### src/rtl/rptr_sync_empty_if.sv
// Read-side FIFO pointer bundle: Gray write pointer in, read request in,
// read pointer, RAM address, level and status flags out.
interface rptr_sync_empty_if #(
  parameter int ADDR_WIDTH = 4
);
  // Handshake: a read completes on a rising rclk edge where rinc=1 and rempty=0.
  // rinc while rempty=1 is dropped. rempty is the inverse of "ready".
  logic [ADDR_WIDTH:0]   wptr;
  logic                  rinc;
  logic [ADDR_WIDTH:0]   rptr;
  logic [ADDR_WIDTH-1:0] raddr;
  logic                  rempty;
  logic                  raempty;
  logic [ADDR_WIDTH:0]   rcount;
  logic                  rgray_err;

  modport master (
    output wptr, rinc,
    input  rptr, raddr, rempty, raempty, rcount, rgray_err
  );

  modport slave (
    input  wptr, rinc,
    output rptr, raddr, rempty, raempty, rcount, rgray_err
  );
endinterface

### src/rtl/rptr_sync_empty.sv
// Async-FIFO read-side controller: write-pointer synchronizer, Gray read pointer,
// empty/almost-empty flags and fill level. Optional macro: WPTR_GRAY_CHECK_EN.
module rptr_sync_empty #(
  parameter int ADDR_WIDTH  = 4,
  parameter int SYNC_STAGES = 2,
  parameter int AEMPTY_TH   = 2
) (
  input  logic rclk,
  input  logic rrst_n,
  rptr_sync_empty_if.slave rif
);
  localparam int PW = ADDR_WIDTH + 1;
  localparam logic [PW-1:0] AE_TH = PW'(AEMPTY_TH);

  if (SYNC_STAGES < 2 || SYNC_STAGES > 4) begin : g_bad_stages
    $error("SYNC_STAGES must be in 2..4");
  end
  if (AEMPTY_TH < 1 || AEMPTY_TH > (2**ADDR_WIDTH) - 1) begin : g_bad_th
    $error("AEMPTY_TH out of range");
  end

  logic [PW-1:0] sync_q [SYNC_STAGES];
  logic [PW-1:0] sync_d [SYNC_STAGES];
  logic [PW-1:0] rq_wptr;
  logic [PW-1:0] wbin_s;
  logic [PW-1:0] rbin_q, rbin_d;
  logic [PW-1:0] rptr_q, rptr_d;
  logic [PW-1:0] rcount_q, rcount_d;
  logic          rempty_q, rempty_d;
  logic          raempty_q, raempty_d;
  logic          accepted;

  always_comb begin
    sync_d[0] = rif.wptr;
    for (int i = 1; i < SYNC_STAGES; i++) begin
      sync_d[i] = sync_q[i-1];
    end
  end

  assign rq_wptr = sync_q[SYNC_STAGES-1];

  always_comb begin
    wbin_s = '0;
    for (int i = 0; i < PW; i++) begin
      wbin_s[i] = ^(rq_wptr >> i);
    end
  end

  always_comb begin
    accepted  = rif.rinc & ~rempty_q;
    rbin_d    = rbin_q + {{ADDR_WIDTH{1'b0}}, accepted};
    rptr_d    = (rbin_d >> 1) ^ rbin_d;
    // Compare the full Gray value so a full FIFO (MSB differs) is never empty.
    rempty_d  = (rptr_d == rq_wptr);
    rcount_d  = wbin_s - rbin_d;
    raempty_d = (rcount_d <= AE_TH);
  end

  always_ff @(posedge rclk or negedge rrst_n) begin
    if (!rrst_n) begin
      for (int i = 0; i < SYNC_STAGES; i++) begin
        sync_q[i] <= '0;
      end
      rbin_q    <= '0;
      rptr_q    <= '0;
      rcount_q  <= '0;
      rempty_q  <= 1'b1;
      raempty_q <= 1'b1;
    end else begin
      for (int i = 0; i < SYNC_STAGES; i++) begin
        sync_q[i] <= sync_d[i];
      end
      rbin_q    <= rbin_d;
      rptr_q    <= rptr_d;
      rcount_q  <= rcount_d;
      rempty_q  <= rempty_d;
      raempty_q <= raempty_d;
    end
  end

  assign rif.rptr    = rptr_q;
  assign rif.raddr   = rbin_q[ADDR_WIDTH-1:0];
  assign rif.rempty  = rempty_q;
  assign rif.raempty = raempty_q;
  assign rif.rcount  = rcount_q;

`ifdef WPTR_GRAY_CHECK_EN
  localparam logic [PW-1:0] DEPTH = PW'(2**ADDR_WIDTH);

  logic [PW-1:0] rq_prev_q, rq_prev_d;
  logic [PW-1:0] flips;
  logic [PW-1:0] occupancy;
  logic          rgray_err_q, rgray_err_d;

  always_comb begin
    rq_prev_d   = rq_wptr;
    flips       = rq_wptr ^ rq_prev_q;
    occupancy   = wbin_s - rbin_q;
    // x & (x-1) is non-zero exactly when more than one bit flipped.
    rgray_err_d = rgray_err_q
                | ((flips & (flips - 1'b1)) != '0)
                | (occupancy > DEPTH);
  end

  always_ff @(posedge rclk or negedge rrst_n) begin
    if (!rrst_n) begin
      rq_prev_q   <= '0;
      rgray_err_q <= 1'b0;
    end else begin
      rq_prev_q   <= rq_prev_d;
      rgray_err_q <= rgray_err_d;
    end
  end

  assign rif.rgray_err = rgray_err_q;
`else
  assign rif.rgray_err = 1'b0;
`endif
endmodule

### src/flat_wrapper.sv
// flat-port wrapper written by rule: the top's interface ports become plain ports
module rptr_sync_empty_flat 
#(
  parameter int ADDR_WIDTH  = 4,
  parameter int SYNC_STAGES = 2,
  parameter int AEMPTY_TH   = 2
)
  (rclk, rrst_n, rif_wptr, rif_rinc, rif_rptr, rif_raddr, rif_rempty, rif_raempty, rif_rcount, rif_rgray_err);
  rptr_sync_empty_if #(.ADDR_WIDTH(ADDR_WIDTH)) rif_i ();
  input  logic rclk;
  input  logic rrst_n;
  input wire logic [$bits(rif_i.wptr)-1:0] rif_wptr;
  input wire logic [$bits(rif_i.rinc)-1:0] rif_rinc;
  output wire logic [$bits(rif_i.rptr)-1:0] rif_rptr;
  output wire logic [$bits(rif_i.raddr)-1:0] rif_raddr;
  output wire logic [$bits(rif_i.rempty)-1:0] rif_rempty;
  output wire logic [$bits(rif_i.raempty)-1:0] rif_raempty;
  output wire logic [$bits(rif_i.rcount)-1:0] rif_rcount;
  output wire logic [$bits(rif_i.rgray_err)-1:0] rif_rgray_err;
  assign rif_i.wptr = rif_wptr;
  assign rif_i.rinc = rif_rinc;
  assign rif_rptr = rif_i.rptr;
  assign rif_raddr = rif_i.raddr;
  assign rif_rempty = rif_i.rempty;
  assign rif_raempty = rif_i.raempty;
  assign rif_rcount = rif_i.rcount;
  assign rif_rgray_err = rif_i.rgray_err;
  rptr_sync_empty #(.ADDR_WIDTH(ADDR_WIDTH), .SYNC_STAGES(SYNC_STAGES), .AEMPTY_TH(AEMPTY_TH)) u_core (.rclk(rclk), .rrst_n(rrst_n), .rif(rif_i));
endmodule
### config.mk
export PLATFORM = sky130hd
export DESIGN_NAME = rptr_sync_empty_flat
export DESIGN_NICKNAME = d
export VERILOG_FILES = /design/src/rtl/rptr_sync_empty_if.sv /design/src/rtl/rptr_sync_empty.sv /design/src/flat_wrapper.sv
export SDC_FILE = /design/constraint.sdc
export NUM_CORES = 1
export LEC_CHECK = 0
export BUFFER_PORTS_ARGS = -buffer_cell sky130_fd_sc_hd__buf_2
export CAP_MARGIN = 5
export CORE_ASPECT_RATIO = 2
export CORE_UTILIZATION = 40
export DETAILED_ROUTE_END_ITERATION = 10
export SETUP_SLACK_MARGIN = 0.05
export SYNTH_ARGS = -nofsm -noshare
export SYNTH_HDL_FRONTEND = slang
export SYNTH_SLANG_ARGS = --single-unit
### constraint.sdc
create_clock -name rclk -period 3.6 [get_ports rclk]
set_clock_uncertainty 0.05 [all_clocks]
set_input_delay 1.08 -clock rclk [delete_from_list [all_inputs] [get_ports rclk]]
set_output_delay 1.08 -clock rclk [all_outputs]
set_load 0.005 [all_outputs]
==> summary by stage, run 1 <==
Timing
The highest clock rate is 331 MHz. Summed over all failing endpoints, the final setup total negative slack is 0 ns. Measured against its own limit, the worst slew margin works out to between 60 and 70%. Setup repair after global routing left no endpoint under its margin. For the pin with the worst max-slew slack, the measured transition is between 0.5 and 0.6 ns. The hold violation total from the final report was 0. Dividing the final minimum period by the clock period gives 83.9%. Setup violations remaining at the end of the flow were counted as 0. The post-route minimum period is approximately 3.0 ns. The number of pins exceeding their max-slew limit in the final report is 0.

Synth
During synthesis, Yosys emitted a total of 0 warnings. The post-synthesis sequential element count is 26. The async set or reset register ratio after synthesis is 100%. The most used flip-flop cell after synthesis is sky130_fd_sc_hd__dfrtp_1.

The number of enable flip-flop cells after synthesis is 0. In this run the mean area of a mapped cell was 13.4 um^2. Yosys attributes the largest share of cell area to sky130_fd_sc_hd__dfrtp_1 (49%), sky130_fd_sc_hd__xor2_1 (6.4%), sky130_fd_sc_hd__ha_1 (5.1%). Sequential elements use a little over half of the synthesized area. Synthesis produced 92 cells. The number of nets in the synthesized netlist is between 100 and 150. The number of distinct library cell variants in the gate-level netlist after synthesis is 38. The proportion of netlist area held by the largest area contributor is between 40% and 50%.

The summed instance area of the synthesized netlist is around 0.0012 mm^2. The largest total area in the synthesized netlist belongs to sky130_fd_sc_hd__dfrtp_1.

Layout
The top cell types in the final layout, fill and taps aside, are sky130_fd_sc_hd__dfrtp_1 (24), sky130_fd_sc_hd__buf_2 (23), sky130_fd_sc_hd__xor2_1 (9). Fill cells in the final layout number approximately 270. The commonest non-fill, non-tap cell in the layout is sky130_fd_sc_hd__dfrtp_1. Compared with the post-synthesis result, the final layout area differs by 17.9%. After the flow finishes, the layout carries non-filler instances totaling 148. 0 antenna diodes ended up in the layout. The ratio of cells with drive above 1 in the final layout is ~36%. For this run, the post-layout net count is roughly 130.

Drt
The number of nets with antenna violations after detailed routing is 0. The number of DRC markers in iteration 0 is 6. The detailed-route wire length per cell is roughly 14 um.

The iteration count of the initial detailed-routing pass is 4. The via count is between 700 and 800. Using the TritonRoute via totals, the vias-per-cell ratio works out to 5.22. The sum of routed wire length over all layers is between 2000 and 2500 um.

For this run, design rule violations remaining after detail routing come to 0.

Setup path
STA classifies the critical path endpoint as a register. The type of the setup path with the least slack is input port to register. The worst setup path is launched from an input port.

For the worst setup path, the data arrival time is around 3.2 ns. Data on the critical path is required at its endpoint by 3.76 ns. Of all nets on the critical path, the largest fanout is 12.

Die
The core box area is about 0.003 mm^2. The row count is 28. Once the floorplan was initialized, standard cells occupied roughly two fifths of the core. In this run the horizontal extent of the chip is between 40 and 50 um.

The die covers 0.00331 mm^2. The total I/O pin count is 25. The vertical die dimension is ~80 um.

Clocking
The H-tree depth is 1. The count of clock tree sinks is 26. Clock latency on the worst-skew pair, taken at its later pin, is about 0.27 ns.

The clock root buffer master is sky130_fd_sc_hd__clkbuf_8. The number of buffers added by the clock tree synthesis step is 3. After clock tree synthesis, the clock-pin slew on the worst setup and hold paths is 0.09 ns. The post-cts gate resize count is 0. TritonCTS built the clock tree.

The total of hold buffers inserted after clock tree synthesis is 0. The post-CTS repair timing setup buffer count is 0. The maximum root-to-sink buffer count is 2.

GRT
For this run, the total global-route usage over all layers was measured as 15.2%. The number of global-route vias before repair came to 778. The first-pass GRT wire length is about 3400 um. Entering global routing, the biggest net connects 27 pins. The initial antenna violation count is 0. The total global routing overflow is 0.

Power and ir drop
Power spread over the standard cell area amounts to between 1000 and 1500 mW/mm^2. IR analysis of the VDD net gives a maximum drop of approximately 560 uV. The analysis attributes to cell leakage a power of ~0.70 nW.

Job
The max-capacitance violation count is 0.

Place
The number of buffer cells added on primary ports is 23. The placed cell count is 144. The HPWL after detailed placement is 1630 um.

The global placement routability congestion is around 0.9.

Worst hold path
The class of the tightest hold or removal check is register to register.

Run status
The flow ran to the end, and the final reports show no timing, DRC or antenna violations.
-- worst max-delay path, stage by stage --
cell	delay (ns)
sky130_fd_sc_hd__buf_2	0.09
sky130_fd_sc_hd__nor2b_1	0.12
sky130_fd_sc_hd__ha_1	0.19
sky130_fd_sc_hd__ha_1	0.45
sky130_fd_sc_hd__xor2_1	0.23
sky130_fd_sc_hd__ha_1	0.22
sky130_fd_sc_hd__or4_1	0.56
sky130_fd_sc_hd__o2111ai_1	0.16
sky130_fd_sc_hd__nor3_2	0.06
-- power by group --
part | internal (mW) | switching (mW)
Combinational | 0.350 | 0.427
Clock | 0.149 | 0.0896
Sequential | 0.399 | 0.0493
-- final cells by class --
class	count	area [um^2]	share of cell area, %
flip-flops and latches	26	653	45.0
multi-input cells	57	539	37.2
repair buffers	24	123	8.46
clock buffers	3	41.3	2.85
well taps	30	37.5	2.59
clock inverters	1	30.0	2.07
inverters	7	26.3	1.81
-- Yosys cell counts (2+ instances only) --
master                    number
sky130_fd_sc_hd__inv_1         7
sky130_fd_sc_hd__xnor2_2       2
sky130_fd_sc_hd__dfrtp_1      24
sky130_fd_sc_hd__ha_1          5
sky130_fd_sc_hd__xor2_1        9
sky130_fd_sc_hd__xnor2_1       3
sky130_fd_sc_hd__nor2_1        4
sky130_fd_sc_hd__nand3_1       2
sky130_fd_sc_hd__nor3b_1       2
sky130_fd_sc_hd__dfstp_2       2
sky130_fd_sc_hd__xor2_2        2
sky130_fd_sc_hd__nand2_1       4
-- logic make-up after synthesis --
logic type / count (synthesis) / share of synthesized area [%]
xor+xnor: 19 / 19.8
fa+ha+maj: 5 / 5.09
compound gates: 12 / 9.16
other cells: 1 / 0.305
flops: 26 / 53.1
buf+inv: 9 / 3.05
simple gates: 20 / 9.46
-- routing by layer --
| metal | vias to the layer above | share of wire (%) | global-route usage [%] |
|---|---|---|---|
| li1 | 358 | - | - |
| met1 | 389 | 37 | 17.0 |
| met2 | 22 | 58 | 26.4 |
| met3 | 4 | 2.8 | 1.66 |
| met4 | 0 | 1.7 | 6.77 |
| met5 | - | 0 | 0 |
-- per-stage QoR --
step	util [%]	setup slack (ns)	area (um^2)	power (mW)	hold slack, ns
floorplan	-	0.433	1230	1.01	0.281
global placement	46.9	0.305	1380	1.23	0.281
detailed placement	46.9	0.287	1380	1.24	0.289
CTS	49.3	0.553	1450	1.49	0.311
global route	49.3	0.355	1450	1.59	0.314
finish	49.3	0.580	1450	1.46	0.307
-- sequential cells by signal (all words and copies together), names as in the netlist --
register / flops
u_core.rbin_q: 5
u_core.sync_d: 5
u_core.rif.rcount: 5
u_core.rif.rempty: 1
u_core.rq_wptr: 5
u_core.rif.rptr: 4
u_core.rif.raempty: 1
-- worst paths after layout --
check                                  startpoint            endpoint  slack (ns)  cells after the start
min in group asynchronous                  rrst_n  u_core.rif.rptr[3]        0.75                      1
worst max register to register  u_core.rq_wptr[3]  u_core.rif.raempty        0.75                      9
worst max-delay path                     rif_rinc  u_core.rif.raempty        0.58                      9
max in group asynchronous                  rrst_n    u_core.rbin_q[1]        2.38                      1
worst min register to register   u_core.sync_d[3]   u_core.rq_wptr[3]        0.31                      0
worst min-delay path             u_core.sync_d[3]   u_core.rq_wptr[3]        0.31                      0
Power figures use the tool's default switching activity.
==> run 2, diff against run 1 <==
==> constraint.sdc (replaced) <==
create_clock -name rclk -period 2.7 [get_ports rclk]
set_clock_uncertainty 0.05 [all_clocks]
set_input_delay 0.81 -clock rclk [delete_from_list [all_inputs] [get_ports rclk]]
set_output_delay 0.81 -clock rclk [all_outputs]
set_load 0.005 [all_outputs]
==> summary by stage, run 2 (synthesized netlist as in run 1, its figures left out) <==
Run status
The flow ran to the end, and the final reports show no timing, DRC or antenna violations.

Power and ir drop
Of the total power, registers draw roughly 28%. The peak supply drop is approximately 700 uV. The clock network fraction of design power is between 10% and 20%. In this run switching power makes up between 30% and 40% of total power. The internal power of the cells totals between 1 and 1.5 mW. The overall power is 2.14 mW.

The relative contribution of combinational cells to total power is about three fifths. In this run the power density over the cells is between 1000 and 1500 mW/mm^2. The analysis attributes to net switching a power of 0.829 mW. For this design the static power due to leakage is ~0.75 nW.

Die
The initial standard-cell utilization of the core is between 40% and 50%. The core box area is approximately 0.0029 mm^2. The total I/O pin count is 25. The die outline area is between 0.003 and 0.004 mm^2.

The floorplan has 28 rows. The vertical die dimension is ~80 um. The die is a little over 40 um wide.

Clocking
After clock tree synthesis, the clock-pin slew on the worst setup and hold paths is ~0.080 ns. The clock latency of the later-clocked register in the worst-skew pair is roughly 0.27 ns. CTS built an H-tree with a depth of 1. In this run the clock root is driven by a sky130_fd_sc_hd__clkbuf_8. In this run, post-CTS hold repair placed 0 buffers.

The number of buffers added by the clock tree synthesis step is 3. Counting every sink on the clock net gives 26. TritonCTS built the clock tree. No sink is reached through more buffers than the 2 on the longest clock path.

Timing
At the pin with the least slew margin, the transition time is about 0.56 ns. Setup violations remaining at the end of the flow were counted as 0. The hold violation total from the final report is 0. Subtracting the final worst setup slack from the clock period gives around 2.5 ns. The worst slew margin relative to its limit is roughly 62%. Setup repair after global routing could not meet its margin everywhere. Based on the critical path, the design can be clocked at up to ~400 MHz. The worst path meets setup with about 0.15 ns of slack.

In the finished design, the share of the clock period the worst path needs comes to 94.3%. The number of pins exceeding their max-slew limit in the final report came to 0.

Drt
The routed layout has between 800 and 900 vias. After the first detailed-routing iteration, the DRC count stood at 9. The average via count per standard cell is slightly above 5. The number of nets with antenna violations after detailed routing is 0. The iteration count of the initial detailed-routing pass is 4.

For this block, the routed nets add up to approximately 2400 um of wire. The detailed-route wire length per cell is about 15 um. The detailed-route DRC error count is 0.

GRT
The number of global-route vias before repair was roughly 820. The initial antenna violation count is 0. In the global route stage, overall resource usage came out at 17.2%. The first global-routing pass estimated around 3700 um of wire. The largest net degree at the start of global routing is 27. Summed over all layers, the global routing overflow is 0.

Layout
From synthesis to final layout, the design area changed by 27.7%. The commonest non-fill, non-tap cell in the layout is sky130_fd_sc_hd__buf_2. The number of nets in the finished design is 146.

In the final layout, the share of cells above drive strength 1 is 49.6%. The final core utilization is 53.4%. The top cell types in the final layout, fill and taps aside, are sky130_fd_sc_hd__buf_2 (23), sky130_fd_sc_hd__dfrtp_1 (22), sky130_fd_sc_hd__buf_4 (15). The number of antenna diodes in the final layout is 0.

Job
The max-capacitance violation count is 0.

Setup path
The data required time at the worst endpoint is ~2.8 ns. The type of the setup path with the least slack is register to register. The launching element type of the critical path is a register.

The kind of end point of the critical path is a register. The largest fanout on the critical path is 3. Counting cells, the worst reg-to-reg path comes to 10. For the worst setup path, the data arrival time is between 2 and 3 ns.

Place
Port buffering added 23 buffers. The worst slack at placement is -0.139 ns. Summed over all nets, the half-perimeter wirelength after detailed placement is 1780 um. Routability-driven placement finished with a final weighted congestion of about 0.85.

Worst hold path
The hold-critical path depth is 0. The class of the tightest hold or removal check is register to register.
## run 2: layout make-up
type	instances	area [um^2]
Clock buffer	3	41.3
Fill cell	274	1370
Inverter	7	26.3
Multi-Input combinational cell	57	582
Sequential cell	26	656
Tap cell	30	37.5
Timing Repair Buffer	38	228
## run 2: worst max-delay path: stages (launching register included)
cell and delay [ns]:
sky130_fd_sc_hd__dfrtp_1 0.39, sky130_fd_sc_hd__xnor3_2 0.47, sky130_fd_sc_hd__xor2_2 0.21, sky130_fd_sc_hd__xor2_1 0.17, sky130_fd_sc_hd__ha_1 0.18, sky130_fd_sc_hd__inv_1 0.05, sky130_fd_sc_hd__ha_2 0.19, sky130_fd_sc_hd__nor2_1 0.14
sky130_fd_sc_hd__o221ai_2 0.11, sky130_fd_sc_hd__and4_4 0.22, sky130_fd_sc_hd__or2_1 0.24
## run 2: final timing paths
check / from / end / slack (ns)
max in group asynchronous: rrst_n / u_core.rq_wptr[3] / 1.73
min: u_core.sync_d[4] / u_core.rq_wptr[4] / 0.30
max reg2reg: u_core.rq_wptr[4] / u_core.rif.rcount[4] / 0.15
max: u_core.rq_wptr[4] / u_core.rif.rcount[4] / 0.15
min in group asynchronous: rrst_n / u_core.rif.rptr[0] / 0.47
min reg2reg: u_core.sync_d[4] / u_core.rq_wptr[4] / 0.30
## run 2: power by group through the flow
stage	Clock [mW]	Sequential [mW]	Combinational (mW)
after floorplan	0	0.632	0.842
after global placement	0	0.616	1.30
after detailed placement	0	0.619	1.31
after CTS	0.227	0.611	1.32
after global routing	0.242	0.630	1.44
final	0.218	0.608	1.31
## run 2: metal layers
metal	vias to the layer above	GRT usage (%)	wire, um
met2	22	30.2	1400
met3	7	3.31	73
met1	399	15.9	806
met5	-	0	0
li1	385	-	-
met4	0	11.6	92
## run 2: timing repair
item                                    in CTS  in global routing
pin swaps                                    1                  2
endpoints found under the setup margin       1                  2
buffers inserted                             1                  2
resized for setup                            0                  2
## run 2: metrics by stage
stage / setup TNS [ns] / cells / area [um^2] / hold slack [ns]
finish: 0 / 161 / 1570 / 0.304
global placement: -0.0492 / 155 / 1500 / 0.283
detailed placement: -0.345 / 155 / 1500 / 0.287
global route: 0 / 161 / 1570 / 0.310
floorplan: 0 / 92 / 1280 / 0.281
CTS: 0 / 159 / 1550 / 0.307
==> run 3, diff against run 2 <==
==> constraint.sdc (replaced) <==
create_clock -name rclk -period 2.7 [get_ports rclk]
set_clock_uncertainty 0.05 [all_clocks]
set_input_delay 0.135 -clock rclk [delete_from_list [all_inputs] [get_ports rclk]]
set_output_delay 0.135 -clock rclk [all_outputs]
set_load 0.005 [all_outputs]
==> summary by stage, run 3 (synthesized netlist as in run 1, its figures left out) <==
Clocking
The number of buffers added by the clock tree synthesis step is 3. CTS saw 26 sinks. The clock root buffer master is sky130_fd_sc_hd__clkbuf_8.

TritonCTS built the clock tree. CTS built an H-tree with a depth of 1. Counting along the longest clock path gives a buffer depth of 2. The clock latency of the later-clocked register in the worst-skew pair is roughly 0.28 ns. The CTS clock-pin slew for the worst setup and hold paths is about 0.090 ns.

Timing
In this run the tightest slew margin relative to its limit is between 60 and 70%. The hold violation total from the final report is 0. Adding up every negative setup slack in the final design gives 0 ns. The share of the clock period used by the worst path is between 90 and 100%. The number of pins exceeding their max-slew limit in the final report is 0.

Setup repair after global routing could not meet its margin everywhere. Setup violations remaining at the end of the flow were counted as 0. Counting I/O delays and the setup requirement, the final critical path takes between 2 and 3 ns.

For the pin with the worst max-slew slack, the measured transition is 0.567 ns. The worst hold margin is roughly 0.30 ns. The highest clock rate is 394 MHz.

Drt
Wires add up to approximately 2300 um. Once detail routing completed, the nets flagged for antenna violations numbered 0. The iteration count of the initial detailed-routing pass is 4. After detailed routing, the number of vias per cell comes to 5.07. The via count is between 800 and 900.

The detailed-route wire length per cell is roughly 14 um. After the first detailed-routing iteration, the DRC count stood at 13. The detailed-route DRC error count is 0.

Layout
The post-synthesis to final-layout area growth is 29.2%. The final instance area is roughly 0.0016 mm^2. The net count of the finished layout is ~150.

The number of antenna diodes in the final layout is 0. The library cell used most frequently in the layout, excluding fill and tap cells, is sky130_fd_sc_hd__dfrtp_1. The final core utilization is between 50% and 60%. The ratio of cells with drive above 1 in the final layout is a little over two fifths. In the layout the commonest cells are sky130_fd_sc_hd__dfrtp_1 (24), sky130_fd_sc_hd__buf_2 (23), sky130_fd_sc_hd__xor2_1 (9).

GRT
The initial antenna violation count came to 0. The largest net degree at the start of global routing is 27. After global routing the overflow that remains totals 0. The global-route usage over all layers is 16.1%. The first-pass GRT wire length is 3590 um. The number of global-route vias before repair came to between 800 and 900.

Die
The row count is 28. The die covers about 0.0033 mm^2. The initial standard-cell utilization of the core is between 40% and 50%.

In this run the count of I/O pins placed on the die edge is 25. The core box area is roughly 0.0029 mm^2. From bottom edge to top edge, the die measures 80.4 um. The die outline width is around 41 um.

Setup path
The largest fanout on the critical path is 3. The type of the setup path with the least slack is register to register. The launch instance of the worst register-to-register path is u_core.rq_wptr[4]. The end of the worst register-to-register path is u_core.rif.raempty.

The worst setup path is captured at a register. The worst-case reg-to-reg path depth is 9. The launching element type of the critical path is a register.

The critical path arrival is 2.70 ns. The data required time at the worst endpoint is approximately 2.9 ns. Across all register-to-register paths, the minimum setup slack is around 0.16 ns.

Power and ir drop
Per report_power, the combinational group accounts for 56.1% of the total. Net switching is around 39% of the power. Dividing total power by cell area gives a power density of 1320 mW/mm^2. The worst-case IR drop observed on VDD is ~730 uV. The internal power of the cells is roughly 1.3 mW. The sequential cell fraction of total power is approximately 28%.

The leakage power total is ~0.76 nW. The net switching power is between 0.8 and 0.9 mW. The clock network fraction of design power is between 10% and 20%.

Place
Detailed placement finished with a half-perimeter wire length of between 1500 and 2000 um. The number of buffer cells added on primary ports is 23. The area of placed instances is about 0.0014 mm^2. Routability-driven placement finished with a final weighted congestion of 0.925.

Worst hold path
The startpoint identified for the worst hold timing path is u_core.sync_d[0]. The worst hold path was traced through 0 stages. The path class of the tightest hold or removal check is register to register. The worst hold path terminates at u_core.rq_wptr[0].

Job
The max-capacitance violation count is 0.

Run status
The flow ran to the end, and the final reports show no timing, DRC or antenna violations.
==> run 3: changes by cell type in the layout (fill, tap and decap cells not counted), moves of 2 or more <==
cell / change
sky130_fd_sc_hd__buf_4: -7
sky130_fd_sc_hd__dlygate4sd3_1: +6
sky130_fd_sc_hd__dfrtp_1: +2
sky130_fd_sc_hd__dfrtp_2: -2
==> run 3: area by class of cell <==
class,instances,area (um^2)
Sequential cell,26,653
Clock inverter,1,30.0
Inverter,7,26.3
Fill cell,262,1350
Tap cell,30,37.5
Timing Repair Buffer,37,235
Multi-Input combinational cell,57,566
Clock buffer,3,41.3
==> run 3: worst max path at each step <==
stage,from,endpoint,slack (ns),depth (start not counted)
6_report,u_core.rq_wptr[4],u_core.rif.raempty,0.16,9
5_1_grt,u_core.rif.rempty,u_core.rif.raempty,0.01,11
4_1_cts,u_core.rif.rempty,u_core.rif.raempty,0.05,11
3_5_place_dp,u_core.rq_wptr[3],u_core.rif.raempty,0.09,9
3_3_place_gp,u_core.rif.rempty,u_core.rif.raempty,0.14,11
2_1_floorplan,u_core.rq_wptr[3],u_core.rif.raempty,0.10,9
==> run 3: repair_timing <==
action,4_1_cts,5_1_grt
setup endpoints to repair,0,2
hold endpoints to repair,29,0
buffers inserted,0,3
hold buffers,6,0
gates resized for setup,0,8
==> run 3: power groups by stage <==
stage / clock, mW / combinational [mW] / sequential [mW]
6_report: 0.321 / 1.17 / 0.597
5_1_grt: 0.345 / 1.30 / 0.618
4_1_cts: 0.330 / 1.09 / 0.602
3_5_place_dp: 0 / 1.07 / 0.609
3_3_place_gp: 0 / 1.05 / 0.603
2_1_floorplan: 0 / 0.729 / 0.622
==> run 3: worst max-delay path: stages, from the launching register on <==
cell and delay [ns]:
sky130_fd_sc_hd__dfrtp_1 0.40, sky130_fd_sc_hd__xnor3_2 0.47, sky130_fd_sc_hd__xor2_2 0.21, sky130_fd_sc_hd__xor2_1 0.17
sky130_fd_sc_hd__ha_2 0.21, sky130_fd_sc_hd__inv_1 0.05, sky130_fd_sc_hd__ha_2 0.20, sky130_fd_sc_hd__or4_4 0.55
sky130_fd_sc_hd__o2111ai_2 0.12, sky130_fd_sc_hd__nor3_2 0.06
==> run 3: metal layers <==
| metal | share of wire [%] | routed length [um] | vias to the layer above | track usage [%] |
|---|---|---|---|---|
| li1 | - | - | 384 | - |
| met1 | 38 | 868 | 407 | 18.3 |
| met2 | 58 | 1340 | 20 | 27.8 |
| met3 | 2.6 | 61 | 5 | 1.66 |
| met4 | 1.8 | 42 | 0 | 7.42 |
| met5 | 0 | 0 | - | 0 |
==> run 3: metrics by stage <==
step / instances / power (mW) / setup slack [ns]
2_1_floorplan: 92 / 1.35 / 0.103
3_3_place_gp: 148 / 1.66 / 0.136
3_5_place_dp: 148 / 1.68 / 0.0934
4_1_cts: 158 / 2.02 / 0.0542
5_1_grt: 161 / 2.27 / 0.0109
6_report: 161 / 2.09 / 0.162
